[config.mk]
export PLATFORM = sky130hd
export DESIGN_NAME = ajuste_relogio
export DESIGN_NICKNAME = d
export VERILOG_FILES = /design/src/rtl/ajuste_relogio.sv
export SDC_FILE = /design/constraint.sdc
export NUM_CORES = 1
export LEC_CHECK = 0
export CORE_ASPECT_RATIO = 0.5
export CORE_MARGIN = 2
export CORE_UTILIZATION = 45
export CTS_CLUSTER_SIZE = 40
export DETAILED_ROUTE_END_ITERATION = 8
export DONT_BUFFER_PORTS = 1
export GPL_TIMING_DRIVEN = 1
export PLACE_DENSITY = 0.6
export SYNTH_ARGS = -nofsm -noshare
export SYNTH_HDL_FRONTEND = slang
export SYNTH_SLANG_ARGS = --single-unit
[constraint.sdc]
create_clock -name clock -period 2.01 [get_ports clock]
set_input_delay 0.1005 -clock clock [delete_from_list [all_inputs] [get_ports clock]]
set_output_delay 0.1005 -clock clock [all_outputs]
set_load 0.01 [all_outputs]
[src/rtl/ajuste_relogio.sv]
// Clock-setting controller: debounces mode/inc buttons and edits a shadow HH:MM in BCD,
// then strobes load so the time counters take the edited value with seconds cleared.
module ajuste_relogio #(
  parameter int unsigned DB_CYCLES = 1000000,
  parameter int unsigned TIMEOUT_S = 10
) (
  input  logic       clock,
  input  logic       reset,
  input  logic       enable1hz,
  input  logic       btn_mode,
  input  logic       btn_inc,
  input  logic [1:0] cur_h_msd,
  input  logic [3:0] cur_h_lsd,
  input  logic [2:0] cur_m_msd,
  input  logic [3:0] cur_m_lsd,
  output logic [1:0] set_h_msd,
  output logic [3:0] set_h_lsd,
  output logic [2:0] set_m_msd,
  output logic [3:0] set_m_lsd,
  output logic       load,
  output logic       editing,
  output logic [1:0] campo
);

  localparam int unsigned DbW = (DB_CYCLES > 1) ? $clog2(DB_CYCLES) : 1;
  localparam int unsigned ToW = (TIMEOUT_S > 1) ? $clog2(TIMEOUT_S) : 1;
  localparam logic [DbW-1:0] DbLast = DbW'(DB_CYCLES - 1);
  localparam logic [ToW-1:0] ToLast = ToW'(TIMEOUT_S - 1);

  typedef enum logic [1:0] {StRun, StEditH, StEditM, StCommit} state_e;

  // Index 0 is the mode button, index 1 the increment button.
  logic [1:0]     r_sync1, r_sync2, r_level;
  logic [DbW-1:0] r_db_cnt [2];
  logic [1:0]     w_press;
  logic           w_mode_press, w_inc_press;

  state_e         r_state, w_state_d;
  logic [ToW-1:0] r_to, w_to_d;
  logic [1:0]     r_h_msd, w_h_msd_d;
  logic [3:0]     r_h_lsd, w_h_lsd_d;
  logic [2:0]     r_m_msd, w_m_msd_d;
  logic [3:0]     r_m_lsd, w_m_lsd_d;
  logic           w_cur_h_ok, w_cur_m_ok;

  always_ff @(posedge clock or negedge reset) begin
    if (!reset) begin
      r_sync1 <= '0;
      r_sync2 <= '0;
      r_level <= '0;
      for (int i = 0; i < 2; i++) r_db_cnt[i] <= '0;
    end else begin
      r_sync1 <= {btn_inc, btn_mode};
      r_sync2 <= r_sync1;
      for (int i = 0; i < 2; i++) begin
        if (r_sync2[i] != r_level[i]) begin
          if (r_db_cnt[i] == DbLast) begin
            r_level[i]  <= r_sync2[i];
            r_db_cnt[i] <= '0;
          end else begin
            r_db_cnt[i] <= r_db_cnt[i] + 1'b1;
          end
        end else begin
          r_db_cnt[i] <= '0;
        end
      end
    end
  end

  // Press fires in the cycle the new high level is about to be accepted.
  always_comb begin
    for (int i = 0; i < 2; i++) begin
      w_press[i] = r_sync2[i] & ~r_level[i] & (r_db_cnt[i] == DbLast);
    end
  end

  assign w_mode_press = w_press[0];
  assign w_inc_press  = w_press[1];

  // Out-of-range running time is captured as 00 rather than propagated into the shadow.
  assign w_cur_h_ok = (cur_h_lsd <= 4'd9) &&
                      ((cur_h_msd < 2'd2) || ((cur_h_msd == 2'd2) && (cur_h_lsd <= 4'd3)));
  assign w_cur_m_ok = (cur_m_msd <= 3'd5) && (cur_m_lsd <= 4'd9);

  always_comb begin
    w_state_d = r_state;
    w_to_d    = r_to;
    w_h_msd_d = r_h_msd;
    w_h_lsd_d = r_h_lsd;
    w_m_msd_d = r_m_msd;
    w_m_lsd_d = r_m_lsd;
    unique case (r_state)
      StRun: begin
        w_to_d = '0;
        if (w_mode_press) begin
          w_state_d = StEditH;
          w_h_msd_d = w_cur_h_ok ? cur_h_msd : 2'd0;
          w_h_lsd_d = w_cur_h_ok ? cur_h_lsd : 4'd0;
          w_m_msd_d = w_cur_m_ok ? cur_m_msd : 3'd0;
          w_m_lsd_d = w_cur_m_ok ? cur_m_lsd : 4'd0;
        end
      end
      StEditH, StEditM: begin
        if (w_mode_press) begin
          w_to_d    = '0;
          w_state_d = (r_state == StEditH) ? StEditM : StCommit;
        end else if (w_inc_press) begin
          w_to_d = '0;
          if (r_state == StEditH) begin
            if ((r_h_msd == 2'd2) && (r_h_lsd >= 4'd3)) begin
              w_h_msd_d = 2'd0;
              w_h_lsd_d = 4'd0;
            end else if (r_h_lsd >= 4'd9) begin
              w_h_msd_d = r_h_msd + 2'd1;
              w_h_lsd_d = 4'd0;
            end else begin
              w_h_lsd_d = r_h_lsd + 4'd1;
            end
          end else begin
            if (r_m_lsd >= 4'd9) begin
              w_m_lsd_d = 4'd0;
              w_m_msd_d = (r_m_msd >= 3'd5) ? 3'd0 : r_m_msd + 3'd1;
            end else begin
              w_m_lsd_d = r_m_lsd + 4'd1;
            end
          end
        end else if (enable1hz) begin
          if (r_to == ToLast) begin
            w_to_d    = '0;
            w_state_d = StRun;
          end else begin
            w_to_d = r_to + 1'b1;
          end
        end
      end
      StCommit: begin
        w_to_d    = '0;
        w_state_d = StRun;
      end
      default: begin
        w_to_d    = '0;
        w_state_d = StRun;
      end
    endcase
  end

  always_ff @(posedge clock or negedge reset) begin
    if (!reset) begin
      r_state <= StRun;
      r_to    <= '0;
      r_h_msd <= '0;
      r_h_lsd <= '0;
      r_m_msd <= '0;
      r_m_lsd <= '0;
    end else begin
      r_state <= w_state_d;
      r_to    <= w_to_d;
      r_h_msd <= w_h_msd_d;
      r_h_lsd <= w_h_lsd_d;
      r_m_msd <= w_m_msd_d;
      r_m_lsd <= w_m_lsd_d;
    end
  end

  assign set_h_msd = r_h_msd;
  assign set_h_lsd = r_h_lsd;
  assign set_m_msd = r_m_msd;
  assign set_m_lsd = r_m_lsd;
  assign load      = (r_state == StCommit);
  assign editing   = (r_state != StRun);
  assign campo     = (r_state == StEditH) ? 2'b01 :
                     (r_state == StEditM) ? 2'b10 : 2'b00;

endmodule

### Word-level counts from Yosys, hierarchy flattened

Cells that the tools add are included.

| cells by class | value |
|---|---|
| add/sub/neg operators | 7 |
| $mul | 0 |
| div/mod/pow operators | 0 |
| $lt $le $gt $ge | 9 |
| equality and inequality tests | 21 |
| shifts and indexed selects | 0 |
| mux-type cells | 49 |
| bitwise gates (word level) | 6 |
| reduce and logical (&&, ||, !) cells | 17 |

Operators by type and width:

| operator | number |
|---|---|
| 20-bit two-way mux | 4 |
| 4-bit two-way mux | 17 |
| 20-bit by 1-bit adder with 20-bit output (second input constant) | 2 |
| 20-bit == test (second input constant) | 2 |
| 2-bit two-way mux | 14 |
| 4-bit one-hot mux with 2 select lines | 3 |
| 3-bit two-way mux | 7 |
| 4-bit by 1-bit adder with 4-bit output (second input constant) | 3 |
| 2-bit inequality test (second input constant) | 6 |
| 3-bit inequality test (second input constant) | 4 |
| 6-bit AND reduction | 2 |
| 5-bit AND reduction | 2 |
| 2-bit == test (second input constant) | 4 |
| 4-bit >= comparator (second input constant) | 2 |
| 4-bit <= comparator (second input constant) | 2 |
| 2-bit one-hot mux with 3 select lines | 1 |
| 3-bit one-hot mux with 2 select lines | 1 |
| 1-bit AND | 4 |
| 4-bit == test (second input constant) | 1 |
| 4-bit by 2-bit >= comparator with 1-bit output (second input constant) | 1 |
| 4-bit by 2-bit <= comparator with 1-bit output (second input constant) | 1 |
| 1-bit logical AND | 4 |
| 4-bit inequality test (second input constant) | 1 |
| 2-bit one-hot mux with 2 select lines | 1 |
| other kinds (15) | 20 |

| word-level totals | value |
|---|---|
| register bits after elaboration | 65 |
| bits in latches | 0 |
| memory bits (writable) | 0 |
| bits in read-only memories | 0 |
| bits of input ports | 18 |
| output and inout port bits | 17 |
| word-level logic and storage cells | 121 |
| memories | 0 |

### Depth between registers and ports, before layout

| depth | value |
|---|---|
| depth after elaboration | 7 |
| gate-level depth with buffers | 8 |
| gate-level depth less buffers | 8 |

### Least setup slack after synthesis

OpenSTA, ideal clock, no wires.

| timing path | value |
|---|---|
| path kind | register -> register |
| start point | register r_db_cnt[30] in the netlist's numbering |
| end point | register r_m_msd[0], in the netlist set_m_msd[0] |
| library setup time | 0.125 ns |
| arrival time | 1.842 ns |
| data required time | 1.885 ns |
| path slack | 0.043 ns |
| cell stages (with the launch flop) | 7 |
| buffers on the path | 0 |
| period minus slack after synthesis | 1.967 ns |
| cell sequence | dfrtp_1 -> nor4b_1 -> nand4b_1 -> o31ai_4 -> nor2_1 -> o21ai_2 -> mux2_2 |

| between the ends | value |
|---|---|
| word-level cells in the longest chain between the ends | 4 |
| elaborated cells between the ends (all ways) | 5 |
| those cells by class | eq/ne (3); bitwise (1); reduce/logical (1) |

Ends and longest elaborated chain:

| element | line | source |
|---|---|---|
| start: declaration | 34 | `logic [DbW-1:0] r_db_cnt [2];` |
| start signal: indexed assignment | 61 | `r_db_cnt[i] <= r_db_cnt[i] + 1'b1;` |
| 20-bit == test * | 73 | `w_press[i] = r_sync2[i] & ~r_level[i] & (r_db_cnt[i] == DbLast);` |
| 1-bit AND * | 73 |  |
| 2-bit inequality test (no source line) | -- |  |
| 6-bit AND reduction (no source line) * | -- |  |
| end signal: assignment | 160 | `r_m_msd <= w_m_msd_d;` |
| end: declaration | 42 | `logic [2:0] r_m_msd, w_m_msd_d;` |

Every way passes the cells marked *; elsewhere a longest branch is shown, timed or not.
A chain may end at the register's enable or synchronous reset.

### Worst setup path in the final report

| timing path | value |
|---|---|
| start point | register r_db_cnt[13] in the netlist's numbering |
| end point | register r_state[0] |

| between the ends | value |
|---|---|
| word-level cells in the longest chain between the ends | 4 |

Ends and longest elaborated chain:

| element | line | source |
|---|---|---|
| 20-bit == test | 73 |  |
| 1-bit AND | 73 |  |
| 3-bit inequality test (no source line) | -- |  |
| 4-bit AND reduction (no source line) | -- |  |
| end signal: assignment | 149 | `r_state <= StRun;` |
| end signal: assignment | 156 | `r_state <= w_state_d;` |
| end: declaration | 38 | `state_e r_state, w_state_d;` |

Every way passes these cells.

==> metrics.yaml <==
status: "complete, but fails checks"
violations: "negative setup slack"
clk_pin_slew_ps: 50
cts_tree: "yes"
gp_congestion: 0.7581
drtIter0Drc: 172
antenna_found_initial: 0
p_per_area_mw_per_mm2: 805.3
critPathLaunchType: "flip-flop"
grt_pass1_wl_um: 13170
grt_overflow: 0
hp-class: "in2reg"
maxCapViolations: 0
fin_util_pct: 61.00
ant_nets: 0
synth_area_leaders: "dfrtp_1, ha_1, nor2_1"
dpl_cell_area_mm2: 0.003989
syn_nets: 413
synth_cell_types: 53
max_clock_freq_ghz: 0.4688
core_area_mm2: 0.007487
num_io_pins: 35
synthAdderAreaFrac_pct: 6.342
peakVddDrop_uv: 456.6
worstPathMaxFanout: 6
cts_max_path_buffers: 2
grt_usage_pct: 19.66
drc_errors: 0
rsz0062_at_grt: "yes"
insertion_delay_ps: 330
die_y_um: 66.82
syn_area_per_cell_um2: 9.419
io_buffers: 0
die_x_um: 129.6
path_cells: "or3_4 -> nor4_4 -> nand3_4 -> buf_4 -> a31oi_4 -> o22ai_2 -> mux2_1"
tightest_slew_ps: 395.4
slowest_delay_ps: 400
vias: 2928
worstSetupEndpointType: "flip-flop"
insertedDiodeCount: 0
setup_slack_ps: -123.3
synthToLayoutAreaGrowth_pct: 28.61
grt_max_degree: 66
final_area_mm2: 0.004567
drv_slew: 0
syn_area_mm2: 0.003551
syn_inst: 377
grt_pass1_vias: 2985
wl_per_cell_um: 14.31
crit_arrival_ps: 2340
rows: 22
yosysMostFrequentCell: "dfrtp_1"
p_leak_nw: 2.023
ys_warn_count: 0
synth_top_area_cell: "dfrtp_1"
cp_slowest_cell: "or3_4"
post-place-ws_ps: -109.5
ys_seq_area_share_pct: 45.81
final_cells: 554
synth_mux_area_share_pct: 1.198
clockRootBuffer: "clkbuf_16"
cts_htree_levels: 3
setup_viol_count_final: 8
hold_viol_final: 0
clock_sinks: 65
synth_top_family_by_area: "simple AND/OR/NAND/NOR gates"
yosys_register_bits: 65
post-route-period-util_pct: 106.1
synth_compound_area_share_pct: 11.45
viasPerCell: 5.285
slew_headroom_pct: 73.55
numCtsBuffers: 9
synthArstFlopShare_pct: 100.0
yosys.area_share.simple_pct: 23.71
synthTopCellsByCount: "dfrtp_1, nor2_1, nand2_1"
synth_top_area_share_pct: 45.81
initial_core_util_pct: 47.43
ys.flop_type: "dfrtp_1"
fin_crit_ps: 2133
wirelength_um: 7930
fin_nets: 479
dieArea_mm2: 0.008661
dp.cells: 523
crit_type: "reg2reg"
synth_xor_xnor_area_share_pct: 8.386
drive_above_1_share_pct: 20.85
dp_hpwl_um: 5451
synth-edff-count: 0
skew_ps: 7.886
dr.pass1.iters: 4
cp.required_ps: 2220
-- flip-flops by register name (all words and copies together) (netlist names) --
| register | cells |
|---|---|
| r_sync2 | 2 |
| set_h_msd | 2 |
| r_sync1 | 2 |
| set_h_lsd | 4 |
| set_m_lsd | 4 |
| r_db_cnt | 40 |
| r_state | 2 |
| set_m_msd | 3 |
| r_to | 4 |
| r_level | 2 |
-- layout make-up --
class	instances	area, um^2
Inverter	24	90.09
Clock inverter	1	5.005
Sequential cell	65	1627
Fill cell	621	2920
Clock buffer	13	240.2
Timing Repair Buffer	60	504.2
Tap cell	108	135.1
Multi-Input combinational cell	283	1966
-- repair_timing --
action	4_1_cts	5_1_grt
resized for setup	4	29
hold buffers	10	0
gates cloned	0	0
setup endpoints to repair	9	15
setup buffers	0	7
hold endpoints to repair	73	0
pin swaps	5	9
-- through the flow --
stage	total power [W]	hold WS, ps	TNS [ps]
after CTS	0.003573	0.2451	-162.2
after global placement	0.002129	-193.7	0
after floorplan	0.001932	-195.1	0
final	0.003678	6.789	-550.2
after detailed placement	0.002166	-193.8	-242.7
after global routing	0.003889	14.24	-1485
-- cells by family after synthesis --
| group | Yosys count |
|---|---|
| compound gates | 59 |
| xor+xnor | 34 |
| fa+ha+maj | 18 |
| buf+inv | 29 |
| flops | 65 |
| mux | 4 |
| simple gates | 168 |
-- power by group --
group | internal (W) | switching, W
Combinational | 0.000402 | 0.000498
Sequential | 0.00138 | 0.0000753
Clock | 0.000818 | 0.000508
-- per-layer routing --
layer | GRT usage, % | up-vias | wire [um]
met5 | 0 | - | 0
met1 | 23.42 | 1413 | 3593
met2 | 34.16 | 68 | 3804
li1 | - | 1436 | -
met3 | 5.863 | 11 | 433
met4 | 6.989 | 0 | 99
-- critical path: cells and delay by family, from the launching register on --
| family | cells | cell delay (ps) |
|---|---|---|
| AOI/OAI and AO/OA | 2 | 240 |
| buffers and inverters | 1 | 190 |
| DFF | 1 | 380 |
| muxes | 1 | 330 |
| and+or+nand+nor | 3 | 880 |
-- placed cells by master (no fill, tap or decap), drive strengths merged, types with 3 or more instances in the layout --
cell type    netlist  layout
dfrtp             65      65
nor2              59      59
buf                1      51
nand2             30      30
inv               24      24
xor2              21      21
nand3             21      21
ha                18      18
a21oi             17      17
o21ai             15      15
xnor2             13      13
nor3              13      13
clkbuf             4      13
dlygate4sd3        0       9
nand2b             7       7
and3               6       6
nand4              6       6
and4               5       5
or3                4       4
o31ai              4       4
nor4               4       4
a22oi              3       3
and2               3       3
-- final timing paths --
| path | from | end | slack (ps) | cells after the start |
|---|---|---|---|---|
| worst min register to register | r_sync1[0] | r_sync2[0] | 350 | 0 |
| min in group asynchronous | reset | set_h_msd[0] | 300 | 2 |
| worst min-delay path | cur_h_lsd[0] | set_h_lsd[0] | 7 | 2 |
| worst max register to register | r_db_cnt[13] | r_state[0] | -120 | 7 |
| max in group asynchronous | reset | r_db_cnt[10] | 1400 | 2 |
| worst max-delay path | r_db_cnt[13] | r_state[0] | -120 | 7 |
Note: power is estimated with default switching activity, not from simulation.
